File: config.mk
export PLATFORM = sky130hd
export DESIGN_NAME = weight_load_sched
export DESIGN_NICKNAME = d
export VERILOG_FILES = /design/src/rtl/weight_load_sched.sv
export SDC_FILE = /design/constraint.sdc
export NUM_CORES = 1
export LEC_CHECK = 0
export CORE_MARGIN = 10
export CORE_UTILIZATION = 45
export CTS_CLUSTER_DIAMETER = 30
export DETAILED_ROUTE_END_ITERATION = 10
export MAX_ROUTING_LAYER = met4
export PLACE_DENSITY = 0.81
export RECOVER_POWER = 100
export SLEW_MARGIN = 10
export SYNTH_ARGS = -nofsm -noshare
export SYNTH_HDL_FRONTEND = slang
export SYNTH_SLANG_ARGS = --single-unit
File: constraint.sdc
create_clock -name clk -period 2.65 [get_ports clk]
set_clock_uncertainty 0.1 [all_clocks]
set_input_delay 0.265 -clock clk [delete_from_list [all_inputs] [get_ports clk]]
set_output_delay 0.265 -clock clk [all_outputs]
set_load 0.005 [all_outputs]
File: src/rtl/weight_load_sched.sv
// Weight-bank load sequencer: pulls weights from a valid/ready stream and writes
// them one bank at a time into clock-gated registers over a shared weight bus.
module weight_load_sched #(
  parameter int NUM_BANKS = 8,
  parameter int WEIGHT_W  = 36,
  parameter int IDX_W     = $clog2(NUM_BANKS)
) (
  input  logic                 clk,
  input  logic                 rst_n,
  input  logic                 i_start,
  input  logic [NUM_BANKS-1:0] i_bank_mask,
  input  logic                 i_abort,
  input  logic                 i_valid,
  input  logic [WEIGHT_W-1:0]  i_weight,
  output logic                 o_ready,
  output logic [WEIGHT_W-1:0]  o_weight,
  output logic [NUM_BANKS-1:0] o_en,
  output logic                 o_busy,
  output logic                 o_done,
  output logic [NUM_BANKS-1:0] o_loaded
);

  typedef enum logic [2:0] {S_IDLE, S_FETCH, S_WRITE, S_HOLD, S_DONE} state_t;

  state_t               r_state, w_state_nxt;
  logic [NUM_BANKS-1:0] r_mask;
  logic [IDX_W-1:0]     r_idx;
  logic                 r_abort_pend;
  logic [WEIGHT_W-1:0]  r_weight;
  logic [NUM_BANKS-1:0] r_en, r_loaded;
  logic                 r_ready, r_busy, r_done;

  logic [IDX_W-1:0]     w_first_idx, w_nxt_idx;
  logic                 w_nxt_vld;
  logic [NUM_BANKS-1:0] w_onehot;

  // Descending loops so the lowest qualifying bit is the last one assigned.
  always_comb begin
    w_first_idx = '0;
    w_nxt_idx   = '0;
    w_nxt_vld   = 1'b0;
    w_onehot    = '0;
    for (int i = NUM_BANKS - 1; i >= 0; i--) begin
      if (i_bank_mask[i]) w_first_idx = IDX_W'(i);
      if (r_mask[i] && (i > int'(r_idx))) begin
        w_nxt_idx = IDX_W'(i);
        w_nxt_vld = 1'b1;
      end
      w_onehot[i] = (r_idx == IDX_W'(i));
    end
  end

  always_comb begin
    w_state_nxt = r_state;
    case (r_state)
      S_IDLE:  if (i_start) w_state_nxt = (i_bank_mask == '0) ? S_DONE : S_FETCH;
      S_FETCH: if (i_abort) w_state_nxt = S_IDLE;
               else if (i_valid) w_state_nxt = S_WRITE;
      S_WRITE: w_state_nxt = S_HOLD;
      S_HOLD:  if (r_abort_pend || i_abort) w_state_nxt = S_IDLE;
               else w_state_nxt = w_nxt_vld ? S_FETCH : S_DONE;
      S_DONE:  w_state_nxt = S_IDLE;
      default: w_state_nxt = S_IDLE;
    endcase
  end

  // Outputs are registered from the next state so they line up with r_state.
  always_ff @(posedge clk) begin
    if (!rst_n) begin
      r_state      <= S_IDLE;
      r_mask       <= '0;
      r_idx        <= '0;
      r_abort_pend <= 1'b0;
      r_weight     <= '0;
      r_en         <= '0;
      r_loaded     <= '0;
      r_ready      <= 1'b0;
      r_busy       <= 1'b0;
      r_done       <= 1'b0;
    end else begin
      r_state <= w_state_nxt;
      r_ready <= (w_state_nxt == S_FETCH);
      r_busy  <= (w_state_nxt != S_IDLE);
      r_done  <= (w_state_nxt == S_DONE);
      r_en    <= (w_state_nxt == S_WRITE) ? w_onehot : '0;
      case (r_state)
        S_IDLE: if (i_start) begin
          r_mask       <= i_bank_mask;
          r_loaded     <= '0;
          r_idx        <= w_first_idx;
          r_abort_pend <= 1'b0;
        end
        S_FETCH: if (i_valid && !i_abort) r_weight <= i_weight;
        S_WRITE: begin
          r_loaded <= r_loaded | w_onehot;
          if (i_abort) r_abort_pend <= 1'b1;
        end
        S_HOLD: if (w_state_nxt == S_FETCH) r_idx <= w_nxt_idx;
        default: ;
      endcase
    end
  end

  assign o_ready  = r_ready;
  assign o_weight = r_weight;
  assign o_en     = r_en;
  assign o_busy   = r_busy;
  assign o_done   = r_done;
  assign o_loaded = r_loaded;

endmodule

Yosys cells after proc, flatten, opt, wreduce, memory -nomap -nowiden
Cells that the tools add are included.
W data, S select, Z words.
{"block": "word_totals", "regBits": 70, "in_bits": 49, "output_inout_bits": 55, "word_cells": 93}
{"block": "op_classes", "order_cmp": 7, "eq_ne": 16, "mux": 37, "n_bitwise": 1, "n_reduce_logical": 22}
{"operator": "$mux W3", "n": 23}
{"operator": "$pmux W8 S2", "n": 1}
{"operator": "$eq A3 B2 Y1 const B", "n": 5}
{"operator": "$eq A3 B3 Y1 const B", "n": 5}
{"operator": "$gt A3 B3 Y1 const A", "n": 4}
{"operator": "$pmux W3 S4", "n": 1}
{"operator": "$eq A3 B1 Y1 const B", "n": 3}
{"operator": "$mux W1", "n": 9}
{"operator": "$logic_and A1 B1 Y1", "n": 8}
{"operator": "$logic_not A8 Y1", "n": 1}
{"operator": "$mux W8", "n": 1}
{"operator": "$or A8 B8 Y8", "n": 1}
{"operator": "$reduce_and A2 Y1", "n": 4}
{"operator": "$gt A2 B3 Y1 const A", "n": 2}
{"operator": "$logic_not A3 Y1", "n": 2}
{"operator": "$ne A2 B2 Y1 const B", "n": 3}
{"operator": "$pmux W3 S2", "n": 1}
{"operator": "$reduce_and A3 Y1", "n": 2}
{"operator": "$reduce_bool A2 Y1", "n": 2}
{"operator": "$gt A1 B3 Y1 const A", "n": 1}
{"operator": "$reduce_bool A3 Y1", "n": 1}
{"operator": "$pmux W1 S2", "n": 1}
{"operator": "$logic_not A1 Y1", "n": 1}
{"operator": "$logic_or A1 B1 Y1", "n": 1}

Depth between registers and ports, before layout
{"block": "depth", "ltp_word": 15, "mapped_depth": 6, "mapped_depth_nobuf": 5}

Least setup slack after synthesis
OpenSTA, ideal clock, no wires.
{"block": "synth_timing", "kind": "reg-to-reg", "from": "register r_state[2]", "to": "register r_idx[0]", "arrival_time_ps": 1388, "required_ps": 2425, "slack_ps": 1038, "stages_incl_launch_ff": 7, "n_path_buf": 2, "synth_period_minus_slack_ps": 1612, "cell_sequence": "dfxtp_1 > buf_2 > or3b_4 > or2_1 > buf_2 > nand4_1 > o21ai_1"}
{"block": "synth_between", "elab_chain_cells": 6}
{"item": "from (decl)", "line": "25", "text": "state_t r_state, w_state_nxt;"}
{"item": "from (signal assigned)", "line": "81", "text": "r_state <= w_state_nxt;"}
{"item": "$mux W3", "line": "58", "text": "else if (i_valid) w_state_nxt = S_WRITE;"}
{"item": "$mux W3", "line": "57", "text": "S_FETCH: if (i_abort) w_state_nxt = S_IDLE;"}
{"item": "$pmux W3 S4", "line": "55", "text": "case (r_state)"}
{"item": "$eq A3 B1 Y1", "line": "98", "text": "S_HOLD: if (w_state_nxt == S_FETCH) r_idx <= w_nxt_idx;"}
{"item": "$ne A2 B2 Y1 (no line)"}
{"item": "$reduce_and A3 Y1 (no line)"}
{"item": "to (signal assigned)", "line": "90", "text": "r_idx <= w_first_idx;"}
{"item": "to (signal assigned)", "line": "98"}
{"item": "to (decl)", "line": "27", "text": "logic [IDX_W-1:0] r_idx;"}
Parallel ways exist; a longest one is shown, timed or not.
A chain may end at the register's enable or synchronous reset.

Worst setup path in the final report
{"block": "layout_timing", "from": "input port rst_n", "to": "register r_ready, in the netlist o_ready"}
{"item": "from (decl)", "line": "9", "text": "input logic rst_n,"}
{"item": "to (signal assigned)", "line": "82", "text": "r_ready <= (w_state_nxt == S_FETCH);"}
{"item": "to (decl)", "line": "31", "text": "logic r_ready, r_busy, r_done;"}
No word-level cell between the ends.

==> out/results.txt <==
The flow ran to the end, and the final reports show no timing, DRC or antenna violations. The worst setup path is launched from a primary input. At the pin with the least slew margin, the transition time is 1130 ps. For this run, asynchronously set or reset flops after synthesis account for 0%. The worst setup path is captured at a flop.

CTS built an H-tree with a depth of 3. Top routing layer in use: met4. For the worst setup path, the data required time is 2800 ps.

The number of clock sinks seen by CTS is 69. For this run, the number of standard cells in the final layout without fillers is 513. The number of nets in the synthesized netlist is 384. The most used flip-flop cell after synthesis was dfxtp_1.

Counting tap cells, the placed design contains a total of 497 instances. Of all nets on the critical path, the largest fanout is 34. The logs give 1320 µm² for the area of the multi-input gates and 67.9% for the utilization after layout. The worst path meets setup with 538 ps of slack. Global routing used 15.9% of the available tracks.

The logs give 37 for the maximum number of pins on one net before global-route repair and 0 for the initial antenna violation count. For this run, the post-layout net count is 482. The sequential cells in the finished layout cover a total of 1380 µm².

The tools report the clock latency of the later-clocked register in the worst-skew pair as 340 ps. The tools report the number of endpoints with negative hold slack in the final report as 0. The smallest clock period supported by the final layout is computed as 2110 ps.

The overall overflow remaining after global route is 0. The run gives 3370 µm as the detailed-routing wirelength on met1. For the share of the yosys chip area belonging to registers, the log shows 49.2%. Sorting the synthesized cells by area gives the leading types as dfxtp_1, nand2_1, a21boi_0, nor2_1, a21oi_1. CTS placed an instance of clkbuf_8 at the clock tree root. The detailed-route vias per instance came out at 5.05. Post-cts sizing count: 0. Averaged over all synthesized cells, the footprint is 8.38 µm².

The total non-filler cell area in the finished layout is 4070 µm². The run gives 0 as the residual antenna-violating net count after detailed routing. For the final routed database, the setup TNS stands at 0 ps. Pin placement for this block handled 104 I/O pins.

The floorplan has 28 rows. The initial utilization of the core area, before any placement, comes to 46.8%. The run gives 12400 µm as the global-route wire length before repair. Clock-pin slew was measured on the worst setup and hold paths at 70 ps.

In this run the tightest slew margin relative to its limit is 24.4%. Counting flops and latches in the post-synthesis netlist gives 69. Across the run, the number of max-cap violations was 0.

The number of antenna diodes in the final layout is 0. Kind of critical path: in2reg. In this run the biggest area consumer among cell types represents 49.2% of the synthesized area.

The run gives 0 as the final count of pins violating max slew. The number of setup buffers added after CTS is 0. The Yosys step of the flow raised 0 warnings. The floorplan step set the die height to 99.0 µm.

The clock passes through at most 2 buffers. The filler cell count in the final layout was 482. From synthesis to final layout, the design area changed by 44.9%. In the final layout, the share of cells above drive strength 1 is 5.25%. Summing all placed instances gives a cell area of 3870 µm².

The die outline area was 9800 µm²; the length of routed met2 wiring was 3430 µm. In the synthesized netlist, the cells that appear most often are nand2_1, dfxtp_1, a21boi_0. Buffers inserted during clock tree synthesis total 9.

Summing every instance area after synthesis gives 2810 µm². In this run, the number of DRC markers left after iteration 0 of detailed routing was 105. The first detailed-routing pass took 4 iterations. The die width came out at 99.0 µm.

Data on the critical path arrives at its endpoint at 2260 ps. TritonCTS built the clock tree. Setup repair after global routing left no endpoint under its margin. The biggest area consumer among synthesized cells was dfxtp_1. The number of enable-type register cells in the synthesized netlist works out to 0. The tightest min-delay check is of the reg2reg type. Synthesis produced 335 cells. Routability-driven placement finished with a final weighted congestion of 0.870. The run gives 2592 as the total number of vias.

The logs give 2558 for the number of global-route vias before repair and 0 for the final number of setup-violating endpoints. The tools report the count of cell types in the netlist as 45. Port buffering added 103 buffers. The most frequent cell after synthesis was nand2_1. For this run, the top clock speed supported by timing is 0.473 GHz. The tools report the wire length reported by the detailed router as 7620 µm.

The core region is 5990 µm². After detailed routing, the number of remaining DRC violations is 0. The tools report the number of buffers inserted by hold repair at cts as 0.

The analysis attributes to cell leakage a power of 1.60 nW. For the final HPWL from detailed placement, the log shows 5650 µm. The post-placement setup slack was 512 ps.

Detailed routing placed a total of 745 µm of wire on met3. The power per standard cell area was 547 nW/µm²; the peak supply drop was 0.000338 V. The wire length per cell after detailed routing is 14.9 µm. The final cycle utilization of the critical path was 79.7%.
==> state kept, by name, summed over array words and instances, names as in the netlist <==
name / flops
o_busy: 1
r_mask: 7
o_done: 1
o_weight: 36
r_abort_pend: 1
o_en: 8
r_state: 3
o_ready: 1
r_idx: 3
o_loaded: 8
==> cells by family (layout without fill, tap and decap cells) <==
group	after synthesis	after routing	share of synthesized area (%)
muxes	1	1	0.357
and+or+nand+nor	163	163	27.4
AOI/OAI and AO/OA	80	80	19.5
DFF	69	69	49.2
buffers and inverters	22	125	3.48
==> area by class of cell <==
cell class / count / area share [%]
clock buffers: 13 / 4.16
clock inverters: 3 / 1.05
inverters: 3 / 0.277
multi-input cells: 244 / 32.5
flip-flops and latches: 69 / 34.0
well taps: 75 / 2.31
repair buffers: 106 / 25.8
==> power breakdown <==
group          internal (mW)  switching, mW
sequential              1.07         0.0243
clock                  0.511          0.383
combinational          0.137          0.104
total                   1.71          0.512
==> worst paths after layout <==
path              depth (start not counted)     endpoint         from  slack (ps)
setup / recovery                          4      o_ready        rst_n         540
hold / removal                            2  o_weight[6]  o_weight[6]         360
setup reg to reg                          5      o_en[4]     r_idx[1]         630
hold reg to reg                           2  o_weight[6]  o_weight[6]         360
==> metrics by stage <==
stage	power, mW	hold WS, ps
3_5_place_dp	1.37	350
3_3_place_gp	1.36	340
4_1_cts	2.25	361
6_report	2.22	359
2_1_floorplan	1.23	300
5_1_grt	2.32	382
==> critical path: stages <==
cell,delay (ps)
clkdlybuf4s50_1,460
clkbuf_2,350
clkbuf_1,880
nor3b_1,290
==> cell usage in the layout (no fill, tap or decap), types with 2 or more instances in the layout <==
cell,netlist,layout
clkbuf_1,9,2
a31oi_1,2,2
nand2b_1,4,4
dlygate4sd3_1,0,55
o31ai_1,2,2
inv_1,3,3
nor2b_1,8,8
nor2_1,23,23
nand4_1,5,5
nor4_1,2,2
clkdlybuf4s50_1,0,48
and2_0,1,4
nor3_1,3,3
o21ai_1,5,3
or4b_1,2,2
nand2_1,93,93
a21boi_0,38,43
o22ai_1,2,2
a21oi_1,15,15
nor3b_1,5,6
o21ai_0,3,5
dfxtp_1,69,69
clkbuf_8,0,12
==> routing by layer <==
metal  global-route usage (%)  up-vias
met5                        -        -
met4                     5.29        0
met3                     7.75        9
met2                     23.3       88
met1                     18.5     1167
li1                         -     1328
No activity file was read; power rests on OpenSTA's default activity.
==> RTL edit 1 (same settings) <==
`r_en` no longer has a reset.
--- a/src/rtl/weight_load_sched.sv
+++ b/src/rtl/weight_load_sched.sv
@@ -72,7 +72,6 @@
       r_idx        <= '0;
       r_abort_pend <= 1'b0;
       r_weight     <= '0;
-      r_en         <= '0;
       r_loaded     <= '0;
       r_ready      <= 1'b0;
       r_busy       <= 1'b0;
@@ -82,7 +81,6 @@
       r_ready <= (w_state_nxt == S_FETCH);
       r_busy  <= (w_state_nxt != S_IDLE);
       r_done  <= (w_state_nxt == S_DONE);
-      r_en    <= (w_state_nxt == S_WRITE) ? w_onehot : '0;
       case (r_state)
         S_IDLE: if (i_start) begin
           r_mask       <= i_bank_mask;
@@ -101,6 +99,10 @@
     end
   end
 
+  always_ff @(posedge clk) begin
+    r_en <= (w_state_nxt == S_WRITE) ? w_onehot : '0;
+  end
+
   assign o_ready  = r_ready;
   assign o_weight = r_weight;
   assign o_en     = r_en;
Behaviour: differs if rst_n is asserted again (counterexample within 4 cycles, from zero or initial values and one cycle with rst_n low); with rst_n held inactive, the same outputs for 10 cycles.
==> RTL edit 1 against the unedited design <==
Utilization about the same; total power increased by 3.1%; synthesized cell count fell by 2.7%; worst setup slack worse by 28 ps; maximum frequency is 1.3% lower; synthesized area is essentially flat; sequential power is essentially flat; final area about the same; non-clock buffer count rose by 1; sequential cell count unchanged; routed wire length is 0.30% lower; critical path depth grew 1; critical path type is now register to register; critical endpoint unchanged; largest power group unchanged.
==> RTL edit 1: results (changes against the unedited design) <==
stage,metric,value,unit,change
power,power_frac_clock,0.417,,+0.015
worst_hold_path,min_path_type,register to register,,
final_layout,area_growth,44.9,%,about the same
sta,relSlewSlack,0.584,,+0.340
critical_path,crit_path_max_incr_delay,640,ps,-240 ps
final_layout,fillCellCount,500,,+3.7%
grt,grt_first_pass_wirelength,12700,um,+2.5%
routing,wl_met2,3550,um,+3.5%
logic_synthesis,synth_common_cells,"97 x nand2_1, 69 x dfxtp_1, 39 x a21boi_0, 18 x nor2_1, 12 x a21oi_1",,
placement,postPlaceCellArea,0.00389,mm^2,+0.52%
placement,dp_hpwl,5670,um,+0.32%
routing,vias_per_cell,5.08,,+0.44%
clock_network,ctsResizeCount,0,,unchanged
grt,grt_usage,0.161,,+0.00242
final_layout,num-nonclk-buffers,107,,+0.94%
critical_path,crit_type,register to register,,
grt,antenna_found_initial,0,,unchanged
grt,use_met3,0.0810,,+0.00349
worst_hold_path,min-delay-start,o_weight[31]$_SDFFE_PN0P_,,
power,leakagePower,1.63,nW,+1.8%
routing,wl_met1,3130,um,-7.2%
final_layout,num-multi-input-gates,236,,-3.3%
power,switching_share,0.223,,-0.00737
routing,drt_iter0_markers,84,,-20%
final_layout,finish.net_count,475,,-1.5%
logic_synthesis,syn_nets,375,,-2.3%
critical_path,rr_startpoint,r_idx[2]$_SDFFE_PN0P_,,
final_layout,drive_gt1_frac,0.0487,,-0.00379
logic_synthesis,synth.area.top_cells,"dfxtp_1 49%, nand2_1 13%, a21boi_0 10%",,
placement,post-place-ws,355,ps,-157 ps
placement,gp_congestion,0.829,,-4.7%
routing,vias,2568,,-0.93%
placement,dp_cells,490,,-1.4%
routing,wl_per_cell,15.0,um,+1.1%
grt,use_met1,0.180,,-0.00567
routing,top_layer_used,met4,,
final_layout,finalInstanceArea,0.00406,mm^2,about the same
final_layout,clock_buffers,12,,-1
critical_path,worstPathMaxFanout,16,,-53%
final_layout,clock_tree_area_fraction,0.0554,,+0.00342
final_layout,buffer_area_frac,0.263,,+0.00570
power,power_frac_comb,0.106,,-0.002
grt,met2_usage,0.241,,+0.00802
power,pg_clk,0.957,mW,+7.0%
logic_synthesis,syn_avg_cell_area,8.60,um^2,+2.7%
logic_synthesis,ys_seq_area_frac,0.493,,about the same
critical_path,cp_slowest_cell,dfxtp_1,,
placement,port_buffers,103,,unchanged
critical_path,reg2reg_depth,5,,unchanged
run_status,status,finished clean,,
routing,dr_wl_met3,835,um,+12%
final_layout,multi_input_area,0.00128,mm^2,-2.9%
power,ir_drop,411,uV,+22%
logic_synthesis,ys_types,48,,+6.7%
critical_path,critPathTopFamily,compound AO/OA/AOI/OAI gates,,
[RTL edit 1: cell types whose count changed in the layout (fill, tap and decap cells not counted), sizes merged, moves of 3 or more]
cell / before / now
nand4: 5 / 1
or3: 0 / 3
and2: 6 / 3
nor2: 25 / 20
o21ai: 8 / 4
nor3b: 6 / 3
a21oi: 15 / 12
nand2: 93 / 97
[RTL edit 1: cells by family after synthesis]
| logic type | synth area share |
|---|---|
| buffers and inverters | 0.0339 |
| flip-flops | 0.493 |
| AND/OR/NAND/NOR | 0.261 |
| AO/OA/AOI/OAI | 0.201 |
| multiplexers | 0.0107 |
[RTL edit 1: final timing paths]
check	end	slack, ps
setup / recovery	o_ready$_SDFF_PN0_	510
hold / removal	o_weight[31]$_SDFFE_PN0P_	360
setup reg to reg	o_ready$_SDFF_PN0_	510
hold reg to reg	o_weight[31]$_SDFFE_PN0P_	360
==> RTL edit 2 (config.mk and constraints unchanged) <==
Without the edit above. The parameter `WEIGHT_W` goes from 36 to 32.
--- a/src/rtl/weight_load_sched.sv
+++ b/src/rtl/weight_load_sched.sv
@@ -2,7 +2,7 @@
 // them one bank at a time into clock-gated registers over a shared weight bus.
 module weight_load_sched #(
   parameter int NUM_BANKS = 8,
-  parameter int WEIGHT_W  = 36,
+  parameter int WEIGHT_W  = 32,
   parameter int IDX_W     = $clog2(NUM_BANKS)
 ) (
   input  logic                 clk,
Ports: changed (resized i_weight and o_weight); port bits go from 104 to 96. No check against the original RTL was run, so the function may have changed too.
==> RTL edit 2 against the unedited design <==
Sequential cell count fell by 4; worst setup slack got worse by 86 ps; combinational power fell by 5%; critical path depth did not move; clock power rose by 7.2%; sequential power fell by 6%; sequential share of layout area rose by 0.57 points; final area fell by 7.4%; routed wire length fell by 3.9%; synthesized area fell by 8.2%; register-to-register slack got worse by 180 ps; hold slack got worse by 9.9 ps; total power fell by 0.38%; critical path type is now register to register.
==> RTL edit 2: results (changes against the unedited design) <==
stage,metric,value,unit,change
routing,drt_iter0_markers,108,,+2.9%
routing,wl,7320,um,-3.9%
logic_synthesis,ys_types,49,,+8.9%
critical_path,crit_path_max_incr_delay,850,ps,-30 ps
placement,gp_congestion,0.850,,-2.3%
logic_synthesis,synth_common_cells,"89 x nand2_1, 65 x dfxtp_1, 50 x a21oi_1, 22 x nor2_1, 15 x clkbuf_1",,
grt,use_met3,0.0683,,-0.00917
critical_path,cp_slowest_cell,or2_1,,
run_status,status,finished clean,,
logic_synthesis,synth.area.top_cells,"dfxtp_1 50%, nand2_1 13%, a21oi_1 9.7%",,
critical_path,critPathTopFamily,simple AND/OR/NAND/NOR gates,,
routing,dr_wl_met3,645,um,-13%
placement,port_buffers,95,,-7.8%
power,leakagePower,1.51,nW,-5.9%
final_layout,largest_reg_flops,32,,-11%
placement,postPlaceCellArea,0.00355,mm^2,-8.1%
worst_hold_path,hold_path_end,o_weight[5]$_SDFFE_PN0P_,,
critical_path,r2r_setup_slack,450,ps,-180 ps
routing,wl_met2,3530,um,+3.0%
worst_hold_path,hold_depth,2,,unchanged
grt,grt_usage,0.170,,+0.0110
final_layout,drive_gt1_frac,0.0631,,+0.0106
worst_hold_path,min-delay-start,o_weight[5]$_SDFFE_PN0P_,,
critical_path,r2r-end,o_weight[16]$_SDFFE_PN0P_,,
critical_path,reg2reg_depth,4,,-1
grt,met2_usage,0.260,,+0.0261
grt,grt_first_pass_wirelength,11800,um,-4.1%
clock_network,ctsResizeCount,0,,unchanged
critical_path,arrival,2350,ps,+90 ps
final_layout,finalNonFillerCells,484,,-5.7%
placement,dp_cells,468,,-5.8%
sta,tightest_slew,1160,ps,+28.5 ps
logic_synthesis,synthMuxAreaShare,0.0155,,+0.0120
routing,wl_met1,3040,um,-9.9%
logic_synthesis,synth_compound_area_frac,0.160,,-0.0351
logic_synthesis,ys_seq_area_frac,0.505,,+0.0127
placement,post-place-ws,510,ps,-1.41 ps
placement,dp_hpwl,5300,um,-6.3%
critical_path,crit_start,r_state[1]$_SDFF_PN0_,,
clock_network,cts_setup_buffers,0,,unchanged
sta,whs,350,ps,-9.92 ps
logic_synthesis,synth_cells,318,,-5.1%
grt,grt_max_degree,38,,+2.7%
routing,vias,2502,,-3.5%
power,ir_drop,327,uV,-3.3%
grt,use_met1,0.193,,+0.00725
final_layout,finish.net_count,452,,-6.2%
logic_synthesis,syn_nets,363,,-5.5%
RTL edit 2: cell count changes in the layout (fill, tap and decap cells not counted), moves of 4 or more:
cell	delta
a21boi_0	-43
a21oi_1	+35
clkdlybuf4s50_1	-5
dfxtp_1	-4
nand2_1	-4
nand4_1	-4
RTL edit 2: area by class of cell:
type | count | area (um^2)
Tap cell | 72 | 90.1
Clock buffer | 9 | 124
Inverter | 4 | 15.0
Sequential cell | 65 | 1300
Fill cell | 458 | 1770
Clock inverter | 7 | 103
Timing Repair Buffer | 97 | 962
Multi-Input combinational cell | 230 | 1170
RTL edit 2: worst min-delay path, cell delays in order (launching register included):
cell     delay (ps)
dfxtp_1         310
nand2_1          50
a21oi_1          50
RTL edit 2: power groups by stage:
stage	registers, mW	logic, mW	clock network, mW
after floorplan	1.04	0.120	0
after global placement	1.05	0.234	0
after detailed placement	1.05	0.239	0
after CTS	1.03	0.240	0.969
after global routing	1.03	0.255	1.02
final	1.03	0.229	0.958
